==> config.mk <==
export PLATFORM = sky130hd
export DESIGN_NAME = ntt_ct_butterfly_flat
export DESIGN_NICKNAME = d
export VERILOG_FILES = /design/src/rtl/ntt_ct_butterfly_pkg.sv /design/src/rtl/ntt_ct_butterfly_if.sv /design/src/rtl/ntt_mont_reduce.sv /design/src/rtl/ntt_ct_butterfly.sv /design/src/flat_wrapper.sv
export SDC_FILE = /design/constraint.sdc
export NUM_CORES = 1
export LEC_CHECK = 0
export CELL_PAD_IN_SITES_DETAIL_PLACEMENT = 1
export CELL_PAD_IN_SITES_GLOBAL_PLACEMENT = 1
export CORE_MARGIN = 1
export CORE_UTILIZATION = 24
export CTS_BUF_LIST = sky130_fd_sc_hd__clkbuf_4 sky130_fd_sc_hd__clkbuf_8 sky130_fd_sc_hd__clkbuf_16
export DETAILED_ROUTE_END_ITERATION = 8
export PLACE_DENSITY = 0.44
export SETUP_SLACK_MARGIN = 0.3
export SLEW_MARGIN = 10
export SYNTH_ARGS = -nofsm -noshare
export SYNTH_HDL_FRONTEND = slang
export SYNTH_SLANG_ARGS = --single-unit
==> constraint.sdc <==
create_clock -name clk -period 7.7 [get_ports clk]
set_input_delay 1.155 -clock clk [delete_from_list [all_inputs] [get_ports clk]]
set_output_delay 1.155 -clock clk [all_outputs]
set_load 0.01 [all_outputs]
==> src/rtl/ntt_ct_butterfly_pkg.sv <==
// Shared constants and types for the NewHope NTT datapath (q = 12289).
// The halving helper is only used when NTT_CT_HALF_EN is defined.
package ntt_pkg;
  localparam int W    = 16;
  localparam int RLOG = 18;
  localparam int P_W  = 28;
  localparam int T_W  = 33;

  typedef logic [W-1:0] coeff_t;

  localparam coeff_t           Q    = 16'd12289;
  localparam logic [RLOG-1:0]  QINV = 18'd12287;

  // Multiply by 2^-1 mod Q: odd values are made even by adding Q first.
  function automatic coeff_t halve_mod(input coeff_t x);
    logic [W:0] s;
    s = x[0] ? ({1'b0, x} + {1'b0, Q}) : {1'b0, x};
    return coeff_t'(s >> 1);
  endfunction
endpackage

==> src/rtl/ntt_ct_butterfly_if.sv <==
// Handshake/data bundle between an NTT controller and the CT butterfly.
// NTT_CT_HALF_EN adds the per-sample 'half' scaling flag.
interface ntt_ct_butterfly_if;
  import ntt_pkg::*;

  coeff_t ina;
  coeff_t inb;
  coeff_t omega;
  logic   in_valid;
  logic   en;
  coeff_t outa;
  coeff_t outb;
  logic   valid;
`ifdef NTT_CT_HALF_EN
  logic   half;

  modport master (output ina, inb, omega, in_valid, en, half, input outa, outb, valid);
  modport slave  (input ina, inb, omega, in_valid, en, half, output outa, outb, valid);
`else
  modport master (output ina, inb, omega, in_valid, en, input outa, outb, valid);
  modport slave  (input ina, inb, omega, in_valid, en, output outa, outb, valid);
`endif
endinterface

==> src/rtl/ntt_mont_reduce.sv <==
// Two-stage Montgomery reducer: t = p * 2^-18 mod Q, result in [0,Q).
module ntt_mont_reduce
  import ntt_pkg::*;
(
  input  logic           clk,
  input  logic           reset,
  input  logic           en,
  input  logic           in_valid,
  input  logic [P_W-1:0] p,
  output coeff_t         t,
  output logic           out_valid
);
  logic [P_W-1:0]  p_d, p_q;
  logic [RLOG-1:0] m_d, m_q;
  logic            v3_d, v3_q;
  logic            v4_d, v4_q;
  logic [T_W-1:0]  sum_s;
  coeff_t          t_raw_s;
  coeff_t          t_d, t_q;

  // m makes p + m*Q divisible by 2^18; the low product bits are all that matter.
  always_comb begin
    p_d     = p;
    m_d     = p[RLOG-1:0] * QINV;
    v3_d    = in_valid;
    sum_s   = T_W'(p_q) + T_W'(m_q) * T_W'(Q);
    t_raw_s = W'(sum_s >> RLOG);
    if (t_raw_s >= Q) begin
      t_d = t_raw_s - Q;
    end else begin
      t_d = t_raw_s;
    end
    v4_d    = v3_q;
  end

  always_ff @(posedge clk or negedge reset) begin
    if (!reset) begin
      p_q  <= '0;
      m_q  <= '0;
      v3_q <= 1'b0;
      t_q  <= '0;
      v4_q <= 1'b0;
    end else if (en) begin
      p_q  <= p_d;
      m_q  <= m_d;
      v3_q <= v3_d;
      t_q  <= t_d;
      v4_q <= v4_d;
    end
  end

  assign t         = t_q;
  assign out_valid = v4_q;
endmodule

==> src/rtl/ntt_ct_butterfly.sv <==
// 5-stage Cooley-Tukey butterfly: outa = a + b*w, outb = a - b*w (mod Q).
// Optional NTT_CT_HALF_EN scales both outputs by 2^-1 mod Q per sample.
module ntt_ct_butterfly
  import ntt_pkg::*;
(
  input  logic               clk,
  input  logic               reset,
  ntt_ct_butterfly_if.slave  bus
);
  coeff_t         a1_q, b1_q, w1_q, a2_q, a3_q, a4_q;
  logic           v1_q, v2_q;
  logic [P_W-1:0] p2_d, p2_q;
  coeff_t         t4_s;
  logic           v4_s;
  logic [W:0]     sum_s;
  coeff_t         outa_d, outa_q, outb_d, outb_q;
  logic           v5_q;
`ifdef NTT_CT_HALF_EN
  logic           h1_q, h2_q, h3_q, h4_q, h5_q;
`endif

  ntt_mont_reduce u_reduce (
    .clk       (clk),
    .reset     (reset),
    .en        (bus.en),
    .in_valid  (v2_q),
    .p         (p2_q),
    .t         (t4_s),
    .out_valid (v4_s)
  );

  // Product and final modular add/sub; t < Q and a < Q keep each a single correction.
  always_comb begin
    p2_d  = P_W'(b1_q) * P_W'(w1_q);
    sum_s = {1'b0, a4_q} + {1'b0, t4_s};
    if (sum_s >= {1'b0, Q}) begin
      outa_d = W'(sum_s - {1'b0, Q});
    end else begin
      outa_d = W'(sum_s);
    end
    if (a4_q >= t4_s) begin
      outb_d = a4_q - t4_s;
    end else begin
      outb_d = a4_q + Q - t4_s;
    end
  end

  always_ff @(posedge clk or negedge reset) begin
    if (!reset) begin
      a1_q   <= '0;
      b1_q   <= '0;
      w1_q   <= '0;
      v1_q   <= 1'b0;
      a2_q   <= '0;
      p2_q   <= '0;
      v2_q   <= 1'b0;
      a3_q   <= '0;
      a4_q   <= '0;
      outa_q <= '0;
      outb_q <= '0;
      v5_q   <= 1'b0;
    end else if (bus.en) begin
      a1_q   <= bus.ina;
      b1_q   <= bus.inb;
      w1_q   <= bus.omega;
      v1_q   <= bus.in_valid;
      a2_q   <= a1_q;
      p2_q   <= p2_d;
      v2_q   <= v1_q;
      a3_q   <= a2_q;
      a4_q   <= a3_q;
      outa_q <= outa_d;
      outb_q <= outb_d;
      v5_q   <= v4_s;
    end
  end

`ifdef NTT_CT_HALF_EN
  // Halve flag rides alongside the data; outa_q/outb_q hold the pre-halved values.
  always_ff @(posedge clk or negedge reset) begin
    if (!reset) begin
      h1_q <= 1'b0;
      h2_q <= 1'b0;
      h3_q <= 1'b0;
      h4_q <= 1'b0;
      h5_q <= 1'b0;
    end else if (bus.en) begin
      h1_q <= bus.half;
      h2_q <= h1_q;
      h3_q <= h2_q;
      h4_q <= h3_q;
      h5_q <= h4_q;
    end
  end

  assign bus.outa = h5_q ? halve_mod(outa_q) : outa_q;
  assign bus.outb = h5_q ? halve_mod(outb_q) : outb_q;
`else
  assign bus.outa = outa_q;
  assign bus.outb = outb_q;
`endif
  assign bus.valid = v5_q;
endmodule

==> src/flat_wrapper.sv <==
// flat-port wrapper written by rule: the top's interface ports become plain ports
module ntt_ct_butterfly_flat import ntt_pkg::*;
  (clk, reset, bus_ina, bus_inb, bus_omega, bus_in_valid, bus_en, bus_outa, bus_outb, bus_valid);
  ntt_ct_butterfly_if bus_i ();
  input  logic clk;
  input  logic reset;
  input wire logic [$bits(bus_i.ina)-1:0] bus_ina;
  input wire logic [$bits(bus_i.inb)-1:0] bus_inb;
  input wire logic [$bits(bus_i.omega)-1:0] bus_omega;
  input wire logic [$bits(bus_i.in_valid)-1:0] bus_in_valid;
  input wire logic [$bits(bus_i.en)-1:0] bus_en;
  output wire logic [$bits(bus_i.outa)-1:0] bus_outa;
  output wire logic [$bits(bus_i.outb)-1:0] bus_outb;
  output wire logic [$bits(bus_i.valid)-1:0] bus_valid;
  assign bus_i.ina = bus_ina;
  assign bus_i.inb = bus_inb;
  assign bus_i.omega = bus_omega;
  assign bus_i.in_valid = bus_in_valid;
  assign bus_i.en = bus_en;
  assign bus_outa = bus_i.outa;
  assign bus_outb = bus_i.outb;
  assign bus_valid = bus_i.valid;
  ntt_ct_butterfly u_core (.clk(clk), .reset(reset), .bus(bus_i));
endmodule
==> impl_metrics.ini <==
[cts]
numCtsBuffers = 34
cts_sinks = 222
htreeDepth = 2
cts.path.max_buffers = 3
path_clk_slew_ps = 60
clock_latency_ps = 580
cts_setup_buffers = 0
cts_root_buf = clkbuf_16
cts-resized-gates = 0
cts_tree = yes
cts_hold_buf = 0

[global_routing]
busiest_layer = met2
grt_pass1_wl_mm = 128
grt_pass1_vias = 21700
antenna_found_initial = 1
grt_max_degree = 138
grt_use_met1_pct = 20.1
grt_use_met3_pct = 2.01
use_met2_pct = 24.7
gr-total-overflow = 0
grtUsageTotal_pct = 14.8

[layout]
synthToLayoutAreaGrowth_pct = 13.6
drive_above_1_share_pct = 8.96
fin_nets = 3424
fill_cells = 12400
regArea_um2 = 5560
multi_input_area_um2 = 18500

[logic_synthesis]
async_flop_share_pct = 100
syn_avg_cell_area_um2 = 9.70
synthesis.nets = 3373
ys_types = 79
ys_seq_area_share_pct = 21.3
synth_warnings = 0
synthCells = 2693
synth_flop_cell = dfrtp_1
ys_seq_elements = 222
syn_area_um2 = 26100
synth_edf_count = 0

[timing]
fmax_mhz = 147
finalClockSkew_ps = 42.1
fin_tns_setup_ps = 0
tightest_slew_ps = 1110
grt_setup_unrepaired = false
max-slew-margin-rel_pct = 24.0
fin_ws_ps = 892
period_minus_slack_ps = 6810
slew_viol_final = 0
report.final.setup_viol = 0
hold_viol_final = 0
fin_crit_sh_pct = 88.4

[critical_path]
crit_required_ps = 8140
reg2reg_to = u_core.p2_q[24]
worst-path-buf-inv = 3
arrival_ps = 7250
critPathSlowestCell = dfrtp_1
startpoint = u_core.b1_q[10]
endpoint = u_core.p2_q[24]
cpLargestDelayFamily = adder cells
cp-end-kind = register
crit_top_cell = fa_1
path_cells = nand2_1 -> fa_1 -> fa_1 -> fa_1 -> fa_1 -> inv_1 -> fa_1 -> inv_1 -> fa_1 -> inv_1 -> ha_1 -> a21o_1 -> a21o_1 -> nand2_1 -> nand2_1 -> a211oi_1 -> a211oi_1 -> o211ai_1 -> nand3_1 -> xor2_1 -> mux2_2
reg2regPathDepth = 21
cp.depth = 21
path_class = register to register
r2r_slack_ps = 890
start_kind = register
regToRegStartpoint = u_core.b1_q[10]
cpPeakStageDelay_ps = 750
worstPathMaxFanout = 17

[floorplan]
fp.dieW_um = 332
coreArea_um2 = 108000
rows = 120
die_h_um = 332
initial_core_util_pct = 24.3
io_pins = 85
dieArea_um2 = 110000

[hold_path]
hold_class = input pin to async pin

[outcome]
outcome = completed

[placed_design]
gp_congestion = 0.802
pre_cts_slack_ps = 884
portBuffers = 84
dp_hpwl_mm = 63.8

[route]
wire_per_inst_um = 19.0
drt_wl_total_mm = 79.2
vias_per_cell = 4.53
dr.first_iter.drc_count = 725
dr.pass1.iters = 5
route.detailed.drc = 0
num_vias = 18900
ant_nets = 0

[flow_run]
max_cap_viol_count = 0
placed cells by master, fill, tap and decap left out, drive strengths merged, types with 7 or more instances in the layout:
| cell type | instances |
|---|---|
| nor2b | 13 |
| nor3 | 40 |
| nand4 | 20 |
| nand2 | 251 |
| xnor2 | 74 |
| dfrtp | 222 |
| clkdlybuf4s50 | 82 |
| a21oi | 107 |
| inv | 471 |
| a211o | 12 |
| a211oi | 15 |
| a21o | 22 |
| o211ai | 16 |
| a31oi | 19 |
| or2 | 7 |
| xor2 | 27 |
| nand2b | 18 |
| buf | 21 |
| or3 | 11 |
| o21a | 12 |
| mux2i | 19 |
| nor4 | 8 |
| nor2 | 79 |
| ha | 326 |
| o31ai | 13 |
| mux2 | 145 |
| o21bai | 12 |
| o21ai | 73 |
| and3 | 21 |
| and2 | 121 |
| clkinv | 10 |
| fa | 302 |
| or4 | 7 |
| nand3 | 50 |
| clkbuf | 46 |
per-layer routing:
metal | share of wire, % | routed length [µm]
met1 | 49 | 38700
met2 | 46 | 36800
met3 | 2.5 | 2020
met4 | 2.1 | 1690
met5 | 0 | 0
cell families after synthesis:
family / count (synthesis) / synth area share (%)
flip-flops: 222 / 21.3
adder cells (fa/ha/maj): 628 / 38.7
buffers and inverters: 558 / 8.07
multiplexers: 164 / 6.98
AO/OA/AOI/OAI: 361 / 9.10
XOR/XNOR: 101 / 3.39
AND/OR/NAND/NOR: 659 / 12.5
final cells by class:
class                   instances  area share (%)
flip-flops and latches        222            18.7
repair buffers                103            3.43
multi-input cells            1913            62.2
well taps                    1403            5.91
inverters                     470            5.94
clock buffers                  46            3.35
clock inverters                14           0.426
diodes                          1         0.00843
registers in the layout, summed over array words and instances (netlist names):
register                   flops
u_core.v2_q                    1
u_core.u_reduce.t             16
u_core.b1_q                   16
u_core.a3_q                   16
u_core.w1_q                   16
u_core.u_reduce.p_q           28
u_core.bus.valid               1
u_core.a1_q                   16
u_core.u_reduce.m_q           17
u_core.p2_q                   28
u_core.u_reduce.v3_q           1
u_core.bus.outb               16
u_core.a2_q                   16
u_core.bus.outa               16
u_core.u_reduce.out_valid      1
u_core.v1_q                    1
u_core.a4_q                   16
per-stage QoR:
| step | cell area [µm²] | utilization [%] | std cells | hold WS [ps] |
|---|---|---|---|---|
| after floorplan | 26100 | - | 2693 | 448 |
| after global placement | 28600 | 26.6 | 4111 | 482 |
| after detailed placement | 28600 | 26.6 | 4111 | 477 |
| after CTS | 29700 | 27.6 | 4171 | 402 |
| after global routing | 29700 | 27.6 | 4171 | 426 |
| final | 29700 | 27.6 | 4172 | 436 |
Yosys cell counts, types with 4 or more instances:
cell	instances	share of area (%)
dfrtp_1	222	21
a311o_1	5	0.19
and3_1	20	0.48
buf_2	5	0.096
a211oi_1	14	0.40
nand4_1	20	0.48
or2_2	6	0.14
a21oi_1	105	2.0
mux2i_1	19	0.73
o31ai_1	13	0.37
ha_1	326	16
a21o_1	22	0.63
and2_1	121	2.9
nand2_1	251	3.6
a2111oi_0	6	0.20
o21a_1	12	0.34
nor4_1	7	0.17
xnor2_1	74	2.5
fa_1	302	23
clkbuf_1	76	1.1
o211ai_1	16	0.46
xor2_1	27	0.90
a21boi_0	4	0.11
or3_1	11	0.26
a31oi_1	19	0.45
a211o_1	12	0.40
o22ai_1	4	0.096
nor2b_1	13	0.31
o21ai_0	70	1.3
o221ai_1	4	0.13
mux2_2	145	6.2
buf_1	5	0.072
or4_1	7	0.20
o21bai_1	12	0.34
nor2_1	79	1.1
nand3_1	50	0.96
o31a_1	4	0.13
nor3_1	39	0.75
nand2b_1	18	0.43
inv_1	468	6.7
how the worst min path moves through the flow:
stage | endpoint | slack (ps) | cells after the start
after floorplan | u_core.u_reduce.p_q[27] | 450 | 2
after global placement | u_core.u_reduce.p_q[25] | 480 | 2
after detailed placement | u_core.p2_q[23] | 480 | 1
after CTS | u_core.bus.outb[13] | 400 | 1
after global routing | u_core.bus.outb[13] | 430 | 1
final | u_core.bus.outb[13] | 440 | 1
Power is not shown: default switching activity piles up to over one toggle a cycle in this logic, so the estimate is an artifact.
